### config.mk
export PLATFORM = sky130hd
export DESIGN_NAME = ldpc_rx_check
export DESIGN_NICKNAME = d
export VERILOG_FILES = /design/src/rtl/ldpc_rx_check.sv
export SDC_FILE = /design/constraint.sdc
export NUM_CORES = 2
export LEC_CHECK = 0
export CORE_AREA = 2 2 418 420
export DETAILED_ROUTE_END_ITERATION = 6
export DIE_AREA = 0 0 420 422
export SYNTH_ARGS = -nofsm -noshare
export SYNTH_HDL_FRONTEND = slang
export SYNTH_SLANG_ARGS = --single-unit
### constraint.sdc
create_clock -name clk -period 2.9 [get_ports clk]
set_clock_uncertainty 0.15 [all_clocks]
set_input_delay 0.435 -clock clk [delete_from_list [all_inputs] [get_ports clk]]
set_output_delay 0.435 -clock clk [all_outputs]
set_load 0.03 [all_outputs]
### src/rtl/ldpc_rx_check.sv
// ldpc_rx_check: collects an LDPC codeword, checks its syndrome against an external H-row ROM, streams the info bits
module ldpc_rx_check #(
    parameter int N = 1024,
    parameter int W = 8,
    parameter int M = 512,
    parameter int K = 512
) (
    input  logic                     clk,
    input  logic                     rst_n,
    input  logic                     rst_c,
    input  logic [W-1:0]             din,
    input  logic                     din_valid,
    output logic                     din_ready,
    output logic [$clog2(M)-1:0]     h_addr,
    input  logic [N-1:0]             h_row,
    output logic [W-1:0]             dout,
    output logic                     dout_valid,
    input  logic                     dout_ready,
    output logic                     dout_last,
    output logic                     syn_ok,
    output logic [$clog2(M+1)-1:0]   syn_weight,
    output logic                     busy
);
    localparam int AW = $clog2(M);
    localparam int SW = $clog2(M+1);
    localparam int CW = $clog2(M + N/W + K/W + 2);
    typedef enum logic [1:0] {LOAD, CHECK, OUT} state_t;
    state_t r_state, w_next;
    logic [N-1:0]  r_cw;
    logic [CW-1:0] r_cnt;
    logic [AW-1:0] r_h_addr;
    logic [SW-1:0] r_syn_weight;
    logic          r_syn_ok;
    logic          w_p, w_in_xfer, w_out_xfer, w_in_done, w_out_done, w_check_done;
    assign w_in_xfer    = r_state == LOAD && din_valid;
    assign w_out_xfer   = r_state == OUT && dout_ready;
    assign w_in_done    = w_in_xfer && r_cnt == CW'(N/W-1);
    assign w_out_done   = w_out_xfer && r_cnt == CW'(K/W-1);
    assign w_check_done = r_state == CHECK && r_cnt == CW'(M);
    assign w_p          = ^(h_row & r_cw);
    assign h_addr       = r_h_addr;
    assign syn_ok       = r_syn_ok;
    assign syn_weight   = r_syn_weight;
    // state register; the synchronous clear overrides every transition
    always_ff @(posedge clk or negedge rst_n) begin
        if (!rst_n) r_state <= LOAD;
        else        r_state <= !rst_c ? LOAD : w_next;
    end
    // next state and handshake/stream outputs
    always_comb begin
        w_next     = r_state;
        din_ready  = r_state == LOAD;
        dout_valid = r_state == OUT;
        busy       = r_state != LOAD;
        dout       = r_state == OUT ? r_cw[W-1:0] : '0;
        dout_last  = r_state == OUT && r_cnt == CW'(K/W-1);
        if (w_in_done)    w_next = CHECK;
        if (w_check_done) w_next = OUT;
        if (w_out_done)   w_next = LOAD;
    end
    // datapath: codeword shift-in, row walk with 1-cycle ROM latency, shift-out of info beats
    always_ff @(posedge clk or negedge rst_n) begin
        if (!rst_n) begin
            r_cw         <= '0;
            r_cnt        <= '0;
            r_h_addr     <= '0;
            r_syn_weight <= '0;
            r_syn_ok     <= 1'b0;
        end else if (!rst_c) begin
            r_cw         <= '0;
            r_cnt        <= '0;
            r_h_addr     <= '0;
            r_syn_weight <= '0;
            r_syn_ok     <= 1'b0;
        end else begin
            if (w_in_xfer)
                r_cw <= {din, r_cw[N-1:W]};
            else if (w_out_xfer)
                r_cw <= r_cw >> W;
            if (w_in_xfer || w_out_xfer || r_state == CHECK)
                r_cnt <= (w_in_done || w_check_done || w_out_done) ? '0 : r_cnt + 1'b1;
            if (w_in_done)
                r_h_addr <= '0;
            else if (r_state == CHECK && r_cnt < CW'(M-1))
                r_h_addr <= r_h_addr + 1'b1;
            if (w_in_done)
                r_syn_weight <= '0;
            else if (r_state == CHECK && r_cnt != '0 && r_syn_weight != SW'(M))
                r_syn_weight <= r_syn_weight + SW'(w_p);
            if (w_check_done)
                r_syn_ok <= r_syn_weight == '0 && !w_p;
        end
    end
endmodule

==> flow_metrics.py <==
metrics = {
    "yosys": {
        "avgSynthCellArea_um2": 8.15,
        "seq_area_frac_synth": 0.488,
        "synth-edff-count": 0,
        "synth_top_area_frac": 0.488,
        "synth_common_cells": "nand2_1, dfrtp_1, nand3_1, xnor2_1, clkbuf_1",
        "ys.warnings.count": 0,
        "synth.most_common_cell": "nand2_1",
        "synthFlopType": "dfrtp_1",
        "syn-num-nets": 7695,
        "synth_largest_area_cell": "dfrtp_1",
        "ys_ff_latch": 1056,
        "synthDistinctLibCells": 33,
        "synthTopCellsByArea": "dfrtp_1, nand2_1, xnor2_1, nand3_1, xor2_1",
        "syn_inst": 6653,
        "synth_area_um2": 54200,
        "synth-async-reset-ratio": 1.00,
    },
    "min_path": {
        "hold_path_depth": 2,
        "hp-start": "din[0]",
        "min_to": "r_cw[1016]$_DFFE_PN0P_",
        "min_path_type": "primary input to register",
    },
    "global_routing": {
        "grt_pass1_wl_um": 339000,
        "antenna_found_initial": 47,
        "grt_pass1_vias": 53369,
        "gr-usage-all-layers": 0.255,
        "grt_max_degree": 137,
        "grt-ovfl-total": 0,
    },
    "setup_path": {
        "crit_type": "register to register",
        "reg2reg_to": "syn_weight[4]$_DFFE_PN0P_",
        "startpoint_type": "register",
        "worstSetupEndpointType": "register",
        "cp.required_ns": 3.42,
        "reg2reg_depth": 19,
        "r2r_start": "r_cw[909]$_DFFE_PN0P_",
        "r2r_slack_ns": -1.07,
        "cp.arrival_ns": 4.49,
        "crit_fanout": 2,
    },
    "timing": {
        "hold_viol": 0,
        "setup_viol": 11,
        "max_clock_freq_ghz": 0.252,
        "period_needed_ns": 3.97,
        "tightest_slew_ns": 0.910,
        "maxSlewHeadroom": 0.394,
        "setup_slack_ns": -1.07,
        "rsz0062_at_grt": "true",
        "maxSlewViolCount": 0,
        "period_share": 1.37,
    },
    "cells_and_area": {
        "post-route-util": 0.473,
        "nets": 9781,
        "drive_above_1_share": 0.175,
        "synthToLayoutAreaGrowth_pct": 50.8,
        "layout.cells.non_filler": 11196,
    },
    "placed_design": {
        "placed_cells": 10938,
        "gp_congestion": 1.00,
        "place_ws_ns": -2.46,
        "port_buffers": 1068,
        "hpwl_um": 184000,
    },
    "floorplan": {
        "dieWidth_um": 420,
        "core.rowCount": 153,
        "start_util": 0.313,
        "dieHeight_um": 422,
        "io-pin-count": 1069,
        "coreArea_um2": 173000,
        "dieArea_um2": 177000,
    },
    "power_and_ir_drop": {
        "p_switching_w": 0.00848,
        "power_w": 0.0340,
        "swShare": 0.250,
        "internal-power_w": 0.0255,
        "power.density_nw_per_um2": 416,
        "ir_worst_vdd_uv": 526,
        "power_frac_seq": 0.435,
        "power_leakage_nw": 39.6,
        "pwr-share-comb": 0.103,
        "clkPwrFrac": 0.462,
    },
    "clock_tree": {
        "clk_pin_slew_worst_paths_ns": 0.06,
        "clkLatencyLatePin_ns": 0.76,
        "cts_tree": "done",
        "clock_sinks": 1056,
        "clock-root-buffer": "clkbuf_16",
        "clk_path_buf_depth": 3,
        "cts_max_level": 3,
        "numCtsBuffers": 121,
    },
    "route": {
        "wl_um": 232000,
        "wl_per_cell_um": 20.7,
        "drc": 0,
        "drt_pass1_iterations": 5,
        "vias": 52867,
        "drt_iter0_drc": 4701,
        "via_per_inst": 4.72,
        "drt.antenna.violating_nets": 0,
    },
    "run": {
        "drv_cap": 0,
    },
    "outcome": {
        "violations": "setup timing",
        "status": "finished, violations left",
    },
}
==> state kept, by name, summed over array words and instances, names as in the netlist <==
signal and flops:
r_cnt 10, r_cw 1024, syn_weight 10, h_addr 9
r_state 2, syn_ok 1
==> per-layer routing <==
layer	wire [um]	track usage
met5	126	0
met4	11500	0.127
met3	12800	0.0329
met2	113000	0.426
met1	94600	0.324
==> per-stage QoR <==
step | cell area, um^2 | hold slack [ns] | TNS (ns)
after floorplan | 54200 | -0.0106 | -0.852
after global placement | 76700 | 0.322 | -25.20
after detailed placement | 76700 | 0.338 | -25.10
after CTS | 81500 | 0.0671 | -8.89
after global routing | 81700 | 0.108 | -11.19
final | 81700 | 0.151 | -9.86
==> layout make-up <==
class,count,area (um^2)
fillers,16724,91100
multi-input cells,5246,27300
flip-flops and latches,1056,26400
repair buffers,2307,20900
clock buffers,179,3530
well taps,2325,2910
clock inverters,45,529
diodes,31,77.6
inverters,7,26.3
==> what timing repair did <==
action,4_1_cts,5_1_grt
setup buffers,5,4
endpoints found under the setup margin,22,14
hold endpoints to repair,52,0
hold buffers,2,0
gates resized for setup,123,17
pin swaps,76,7
cloned,0,0
==> logic make-up (layout without fill, tap and decap cells) <==
family,Yosys count,after routing,share of synthesized area
other,0,31,0
XOR/XNOR,1044,1044,0.169
adder cells (fa/ha/maj),5,5,0.00115
flip-flops,1056,1056,0.488
multiplexers,3,3,0.000554
AND/OR/NAND/NOR,4170,4170,0.315
AO/OA/AOI/OAI,24,24,0.00305
buffers and inverters,351,2538,0.0243
==> cell usage in the layout (no fill, tap or decap), types with 8 or more instances in the layout <==
master,instances
diode_2,31
dfrtp_2,10
clkinv_2,19
clkinvlp_4,8
nand2_1,3061
clkbuf_8,26
xnor2_2,49
dfrtp_1,1046
dlygate4sd2_1,8
xnor2_1,724
nand2_2,14
xnor2_4,16
nand4_1,9
xor2_1,245
clkbuf_1,31
buf_4,1161
clkbuf_16,122
buf_12,73
clkdlybuf4s50_1,1055
nand3_1,1019
nor2_1,29
xor2_2,9
and2_1,10
==> power groups by stage <==
stage                     Clock, W  Sequential [W]  Combinational, W
after CTS                   0.0160          0.0148           0.00346
after detailed placement         0          0.0151           0.00340
after global placement           0          0.0151           0.00340
after floorplan                  0          0.0150          0.000736
final                       0.0157          0.0148           0.00349
after global routing        0.0166          0.0148           0.00367
==> critical path: stages, from the launching register on <==
cell	delay, ns
dfrtp_1	0.41
nand2_1	0.10
xor2_1	0.18
xnor2_1	0.13
xnor2_2	0.44
xnor2_2	0.11
xnor2_1	0.30
xnor2_1	0.14
buf_4	0.15
xnor2_1	0.12
buf_4	0.16
xnor2_4	0.15
xnor2_2	0.16
xnor2_2	0.20
ha_2	0.20
nand2_2	0.06
buf_4	0.15
buf_6	0.10
or3_1	0.31
a21oi_1	0.15
==> how the worst max path moves through the flow <==
stage	start	endpoint	slack [ns]	cells after the start
after floorplan	h_row[223]	syn_weight[9]$_DFFE_PN0P_	-0.31	18
after global placement	h_row[472]	syn_weight[9]$_DFFE_PN0P_	-2.52	23
after detailed placement	h_row[472]	syn_weight[8]$_DFFE_PN0P_	-2.46	23
after CTS	r_cw[473]$_DFFE_PN0P_	syn_weight[9]$_DFFE_PN0P_	-0.98	20
after global routing	r_cw[473]$_DFFE_PN0P_	syn_weight[9]$_DFFE_PN0P_	-1.18	20
final	r_cw[909]$_DFFE_PN0P_	syn_weight[4]$_DFFE_PN0P_	-1.07	19
Note: power is estimated with default switching activity, not from simulation.
